--- config.mk ---
export PLATFORM = sky130hd
export DESIGN_NAME = vga_timing_gen_flat
export DESIGN_NICKNAME = d
export VERILOG_FILES = /design/src/rtl/vga_timing_gen_if.sv /design/src/rtl/vga_timing_gen.sv /design/src/flat_wrapper.sv
export SDC_FILE = /design/constraint.sdc
export NUM_CORES = 1
export LEC_CHECK = 0
export ABC_AREA = 1
export CAP_MARGIN = 5
export CORE_AREA = 2 2 53 93
export CTS_CLUSTER_DIAMETER = 150
export CTS_CLUSTER_SIZE = 16
export DETAILED_ROUTE_END_ITERATION = 10
export DIE_AREA = 0 0 55 95
export PLACE_DENSITY = 0.6
export SYNTH_ARGS = -nofsm -noshare
export SYNTH_HDL_FRONTEND = slang
export SYNTH_SLANG_ARGS = --single-unit
--- constraint.sdc ---
create_clock -name clk_25m -period 4 [get_ports clk_25m]
set_input_delay 0.4 -clock clk_25m [delete_from_list [all_inputs] [get_ports clk_25m]]
set_output_delay 0.4 -clock clk_25m [all_outputs]
set_load 0.05 [all_outputs]
--- src/rtl/vga_timing_gen_if.sv ---
// Raster timing bundle from vga_timing_gen to the pixel renderer and connector.
// frame_cnt exists only when FRAME_CNT_EN is defined.
interface vga_timing_gen_if;
  logic [9:0]  hc;
  logic [9:0]  vc;
  logic        valid;
  logic        hsync;
  logic        vsync;
  logic        line_tick;
  logic        frame_tick;
`ifdef FRAME_CNT_EN
  logic [15:0] frame_cnt;

  modport master (output hc, vc, valid, hsync, vsync, line_tick, frame_tick, frame_cnt);
  modport slave  (input  hc, vc, valid, hsync, vsync, line_tick, frame_tick, frame_cnt);
`else
  modport master (output hc, vc, valid, hsync, vsync, line_tick, frame_tick);
  modport slave  (input  hc, vc, valid, hsync, vsync, line_tick, frame_tick);
`endif
endinterface

--- src/rtl/vga_timing_gen.sv ---
// VGA raster counters, visible decode, delayed syncs and line/frame strobes.
// Optional frame counter enabled by defining FRAME_CNT_EN.
module vga_timing_gen #(
  parameter int unsigned H_VISIBLE   = 640,
  parameter int unsigned H_FP        = 16,
  parameter int unsigned H_SYNC      = 96,
  parameter int unsigned H_BP        = 48,
  parameter int unsigned V_VISIBLE   = 480,
  parameter int unsigned V_FP        = 10,
  parameter int unsigned V_SYNC      = 2,
  parameter int unsigned V_BP        = 33,
  parameter bit          SYNC_ACTIVE = 1'b0,
  parameter int unsigned SYNC_DELAY  = 2
) (
  input  logic             clk_25m,
  input  logic             rst,
  vga_timing_gen_if.master vga
);

  localparam int unsigned CNT_W   = 10;
  localparam int unsigned H_TOTAL = H_VISIBLE + H_FP + H_SYNC + H_BP;
  localparam int unsigned V_TOTAL = V_VISIBLE + V_FP + V_SYNC + V_BP;
  localparam int unsigned HS_LO   = H_VISIBLE + H_FP;
  localparam int unsigned HS_HI   = H_VISIBLE + H_FP + H_SYNC;
  localparam int unsigned VS_LO   = V_VISIBLE + V_FP;
  localparam int unsigned VS_HI   = V_VISIBLE + V_FP + V_SYNC;

  logic [CNT_W-1:0] hc_q, hc_d;
  logic [CNT_W-1:0] vc_q, vc_d;
  logic             h_last;
  logic             hsync_raw;
  logic             vsync_raw;

  assign h_last = (hc_q == CNT_W'(H_TOTAL - 1));

  // Counter advance: vc steps only on the hc wrap.
  always_comb begin
    hc_d = hc_q + CNT_W'(1);
    vc_d = vc_q;
    if (h_last) begin
      hc_d = '0;
      vc_d = (vc_q == CNT_W'(V_TOTAL - 1)) ? '0 : vc_q + CNT_W'(1);
    end
  end

  always_ff @(posedge clk_25m) begin
    if (rst) begin
      hc_q <= '0;
      vc_q <= '0;
    end else begin
      hc_q <= hc_d;
      vc_q <= vc_d;
    end
  end

  // Raw decode yields the asserted level directly, so no inverter sits in the sync path.
  assign hsync_raw = (hc_q >= CNT_W'(HS_LO) && hc_q < CNT_W'(HS_HI)) ? SYNC_ACTIVE : ~SYNC_ACTIVE;
  assign vsync_raw = (vc_q >= CNT_W'(VS_LO) && vc_q < CNT_W'(VS_HI)) ? SYNC_ACTIVE : ~SYNC_ACTIVE;

  assign vga.hc         = hc_q;
  assign vga.vc         = vc_q;
  assign vga.valid      = (hc_q < CNT_W'(H_VISIBLE)) && (vc_q < CNT_W'(V_VISIBLE));
  assign vga.line_tick  = ~rst & h_last;
  assign vga.frame_tick = ~rst & (hc_q == '0) & (vc_q == CNT_W'(V_VISIBLE));

  // Sync delay chain matching the renderer's RGB latency.
  if (SYNC_DELAY == 0) begin : g_no_delay
    assign vga.hsync = hsync_raw;
    assign vga.vsync = vsync_raw;
  end else begin : g_delay
    logic [SYNC_DELAY-1:0] hs_pipe_q, hs_pipe_d;
    logic [SYNC_DELAY-1:0] vs_pipe_q, vs_pipe_d;

    always_comb begin
      hs_pipe_d = SYNC_DELAY'({hs_pipe_q, hsync_raw});
      vs_pipe_d = SYNC_DELAY'({vs_pipe_q, vsync_raw});
    end

    always_ff @(posedge clk_25m) begin
      if (rst) begin
        hs_pipe_q <= {SYNC_DELAY{~SYNC_ACTIVE}};
        vs_pipe_q <= {SYNC_DELAY{~SYNC_ACTIVE}};
      end else begin
        hs_pipe_q <= hs_pipe_d;
        vs_pipe_q <= vs_pipe_d;
      end
    end

    assign vga.hsync = hs_pipe_q[SYNC_DELAY-1];
    assign vga.vsync = vs_pipe_q[SYNC_DELAY-1];
  end

`ifdef FRAME_CNT_EN
  logic [15:0] frame_cnt_q, frame_cnt_d;

  always_comb begin
    frame_cnt_d = frame_cnt_q;
    if (vga.frame_tick) frame_cnt_d = frame_cnt_q + 16'd1;
  end

  always_ff @(posedge clk_25m) begin
    if (rst) frame_cnt_q <= '0;
    else     frame_cnt_q <= frame_cnt_d;
  end

  assign vga.frame_cnt = frame_cnt_q;
`endif

endmodule

--- src/flat_wrapper.sv ---
// flat-port wrapper written by rule: the top's interface ports become plain ports
module vga_timing_gen_flat 
#(
  parameter int unsigned H_VISIBLE   = 640,
  parameter int unsigned H_FP        = 16,
  parameter int unsigned H_SYNC      = 96,
  parameter int unsigned H_BP        = 48,
  parameter int unsigned V_VISIBLE   = 480,
  parameter int unsigned V_FP        = 10,
  parameter int unsigned V_SYNC      = 2,
  parameter int unsigned V_BP        = 33,
  parameter bit          SYNC_ACTIVE = 1'b0,
  parameter int unsigned SYNC_DELAY  = 2
)
  (clk_25m, rst, vga_hc, vga_vc, vga_valid, vga_hsync, vga_vsync, vga_line_tick, vga_frame_tick);
  vga_timing_gen_if vga_i ();
  input  logic clk_25m;
  input  logic rst;
  output wire logic [$bits(vga_i.hc)-1:0] vga_hc;
  output wire logic [$bits(vga_i.vc)-1:0] vga_vc;
  output wire logic [$bits(vga_i.valid)-1:0] vga_valid;
  output wire logic [$bits(vga_i.hsync)-1:0] vga_hsync;
  output wire logic [$bits(vga_i.vsync)-1:0] vga_vsync;
  output wire logic [$bits(vga_i.line_tick)-1:0] vga_line_tick;
  output wire logic [$bits(vga_i.frame_tick)-1:0] vga_frame_tick;
  assign vga_hc = vga_i.hc;
  assign vga_vc = vga_i.vc;
  assign vga_valid = vga_i.valid;
  assign vga_hsync = vga_i.hsync;
  assign vga_vsync = vga_i.vsync;
  assign vga_line_tick = vga_i.line_tick;
  assign vga_frame_tick = vga_i.frame_tick;
  vga_timing_gen #(.H_VISIBLE(H_VISIBLE), .H_FP(H_FP), .H_SYNC(H_SYNC), .H_BP(H_BP), .V_VISIBLE(V_VISIBLE), .V_FP(V_FP), .V_SYNC(V_SYNC), .V_BP(V_BP), .SYNC_ACTIVE(SYNC_ACTIVE), .SYNC_DELAY(SYNC_DELAY)) u_core (.clk_25m(clk_25m), .rst(rst), .vga(vga_i));
endmodule
==> results.ini <==
[cts]
cts_repair_resize_count=0
cts_root_buffer=sky130_fd_sc_hd__clkbuf_8
worst_skew_pair.late_latency_ns=0.27
clock_pin_slew_reported_for_the_worst_setup_and_hold_paths_after_clock_tree_synthesis_ns=0.09
clk_path_buf_depth=2
cts.hold.buffers_added=0
cts_tree=yes
cts_inserted_buffers=3
clock_sink_count=24
post-cts-setup-buffers=0
ctsHtreeMaxLevel=1

[power_and_ir_drop]
powerDensity_nw_per_um2=290
switching_share=0.214
p_switching_mw=0.105
peakVddDrop_v=0.000256
leakage_nw=0.676
power.sequential.fraction=0.500
power_frac_clock=0.443
power.share.combinational=0.057
p_int_mw=0.385

[run_status]
run_status=completed

[yosys]
synth_adder_area_share=0.0385
yosys.area_share.simple=0.418
area_fraction_in_compound_gates_after_synthesis=0.0606
most_numerous_cell_in_the_yosys_netlist=sky130_fd_sc_hd__nand2_1
async_reset_ff_frac=0
multiplexer_fraction_of_the_synthesized_cell_area=0
ys_top_cells_by_area=sky130_fd_sc_hd__dfxtp_1 (37%), sky130_fd_sc_hd__nand2_1 (14%), sky130_fd_sc_hd__inv_1 (8.1%)
synth_ff_type=sky130_fd_sc_hd__dfxtp_1
syn_area_um2=1300
seq_area_frac_synth=0.370
post-synth-top-area-fraction=0.370
synth_xor_area_frac=0.0202
syn_nets=194
ys_types=27
synth_edf_count=0
yosys_warnings=0
combinational_family_with_the_most_area_after_synthesis=simple AND/OR/NAND/NOR gates
postSynthCellCount=188
syn_avg_cell_area_um2=6.91
synth_area_leader_cell=sky130_fd_sc_hd__dfxtp_1
ys_top_cells_by_count=sky130_fd_sc_hd__nand2_1 (47), sky130_fd_sc_hd__inv_1 (28), sky130_fd_sc_hd__nor2_1 (28)
synth-seq-cells=24

[worst_setup_path]
worst_r2r_endpoint=u_core.vga.vc[2]
worstPathMaxFanout=10
worstPathCellList=clkdlybuf4s50_1 > nor2_1 > nand4_1 > nor4_1 > clkdlybuf4s50_1
slowest_delay_ns=0.85
worst_path_max_delay_cell=sky130_fd_sc_hd__clkdlybuf4s50_1
timing.critical_path.depth=5
worstReg2RegStart=u_core.vga.hc[0]
path_buf_inv=2
worst_setup_path_endpoint=vga_frame_tick
cp_common_cell=sky130_fd_sc_hd__clkdlybuf4s50_1
cp.arrival_ns=2.28
r2r_cells=6
timing_startpoint_of_the_critical_path=rst
critPathCaptureType=output port
setup.worst_path.start_class=input pin
required_ns=3.60
timing.setup.critical_path_class=in2out
critical_path.top_delay_family=buffers and inverters
ff2ff_setup_slack_ns=2.52

[sta]
final.setup_skew_ns=0.00625
accumulated_negative_setup_slack_ns=0
hold_violation_total_from_the_final_report=0
fin_worst_hold_slack_ns=0.415
setup-violations-final=0
slew_at_the_pin_closest_to_its_max_slew_limit_ns=0.502
timing.final.crit_period_ns=2.68
maxSlewHeadroom=0.665
grt_setup_unrepaired=no
slew_violations=0
clock.fmax_mhz=373
layout_worst_path_cycle_share=0.670

[cells_and_area]
final_cell_count_no_fill=268
fraction_of_final_layout_cells_with_drive_strength_greater_than_1=0.102
final_design_utilization=0.372
post-route-cell-area_um2=1690
finish.net_count=223
synthToLayoutAreaGrowth_pct=29.8
num_antenna_cells=0

[min_path]
worst_hold_startpoint=u_core.g_delay.vs_pipe_q[0]
worstHoldPathType=reg2reg

[place]
place.detailed.instances=264
place.detailed.hpwl_um=2510
post_dp_cell_area_um2=1620
gp_congestion=0.858
buffer_ports.inserted=26

[routing]
antenna_left=0
detailed_route_wire_length_um=3220
detail_route.first_pass.iterations=6
vias_per_cell=4.68
routed_wire_length_per_instance_um=12.0
post-route-drc-count=0
initial_drt_markers=15
routed-via-count=1253

[grt]
overflow=0
gr-usage-all-layers=0.140
initial_antenna_violation_count=0
maximum_number_of_pins_on_one_net_before_global_route_repair=15
first_global_vias=1220
grt_first_pass_wirelength_um=5420

[run]
drv.max_cap_violation_count=0

[floorplanning]
start_util=0.286
core_area_um2=4540
num_rows=33
die_w_um=55
floorplan.die_area_um2=5230
die-height_um=95
ioPinCount=27

placed cells by master, fill, tap and decap left out:
| cell | count |
|---|---|
| sky130_fd_sc_hd__nand2_1 | 47 |
| sky130_fd_sc_hd__clkdlybuf4s50_1 | 26 |
| sky130_fd_sc_hd__nand2_4 | 2 |
| sky130_fd_sc_hd__nor4_1 | 3 |
| sky130_fd_sc_hd__nand3_2 | 1 |
| sky130_fd_sc_hd__or2_2 | 2 |
| sky130_fd_sc_hd__xor2_1 | 2 |
| sky130_fd_sc_hd__nor3_1 | 3 |
| sky130_fd_sc_hd__o2111ai_1 | 1 |
| sky130_fd_sc_hd__o21bai_2 | 3 |
| sky130_fd_sc_hd__nand3_1 | 16 |
| sky130_fd_sc_hd__nor2_1 | 28 |
| sky130_fd_sc_hd__nand4_1 | 5 |
| sky130_fd_sc_hd__nor2_4 | 2 |
| sky130_fd_sc_hd__xnor2_1 | 1 |
| sky130_fd_sc_hd__bufinv_16 | 1 |
| sky130_fd_sc_hd__a21oi_1 | 4 |
| sky130_fd_sc_hd__inv_1 | 28 |
| sky130_fd_sc_hd__o21ai_2 | 1 |
| sky130_fd_sc_hd__a211oi_1 | 1 |
| sky130_fd_sc_hd__nor2_2 | 3 |
| sky130_fd_sc_hd__nand4_2 | 1 |
| sky130_fd_sc_hd__clkbuf_8 | 3 |
| sky130_fd_sc_hd__inv_2 | 2 |
| sky130_fd_sc_hd__dfxtp_1 | 24 |
| sky130_fd_sc_hd__ha_1 | 4 |
| sky130_fd_sc_hd__nor3_2 | 1 |
| sky130_fd_sc_hd__nor3b_1 | 1 |
layer usage:
metal,part of all wire,track usage
met2,0.53,0.236
met4,0.029,0.0772
met3,0.035,0.0174
met5,0,0
met1,0.41,0.162
cell type report:
cell class / count / area, um^2
Inverter: 30 / 113
Clock inverter: 1 / 30.0
Sequential cell: 24 / 480
Clock buffer: 3 / 41.3
Fill cell: 498 / 2850
Timing Repair Buffer: 26 / 260
Multi-Input combinational cell: 132 / 698
Tap cell: 52 / 65.1
worst min-delay path by stage:
stage / cells after the start / endpoint / slack, ns
after global routing: 1 / u_core.g_delay.hs_pipe_q[1] / 0.44
after CTS: 1 / u_core.g_delay.vs_pipe_q[1] / 0.42
final: 1 / u_core.g_delay.vs_pipe_q[1] / 0.42
after floorplan: 1 / u_core.g_delay.hs_pipe_q[1] / 0.39
after detailed placement: 1 / u_core.g_delay.vs_pipe_q[1] / 0.40
after global placement: 1 / u_core.g_delay.hs_pipe_q[1] / 0.39
cells by family after synthesis:
kind of cell,Yosys count
flip-flops,24
XOR/XNOR,3
AND/OR/NAND/NOR,115
AO/OA/AOI/OAI,10
buffers and inverters,32
adder cells (fa/ha/maj),4
state kept, by name (all words and copies together), names as in the netlist:
register and flops:
u_core.vga.vc 10, u_core.g_delay.hs_pipe_q 2, u_core.g_delay.vs_pipe_q 2, u_core.vga.hc 10
through the flow:
stage	total power, mW	setup WS, ns
after detailed placement	0.279	1.31
after global placement	0.279	1.31
final	0.489	1.32
after CTS	0.496	1.30
after floorplan	0.270	1.10
after global routing	0.509	1.22
power groups by stage:
stage                     logic (mW)  clock network, mW  registers (mW)
after global routing          0.0304              0.233           0.246
after detailed placement      0.0281                  0           0.250
final                         0.0279              0.217           0.245
after global placement        0.0285                  0           0.250
after floorplan               0.0109                  0           0.259
after CTS                     0.0283              0.223           0.245
Power figures use the tool's default switching activity.
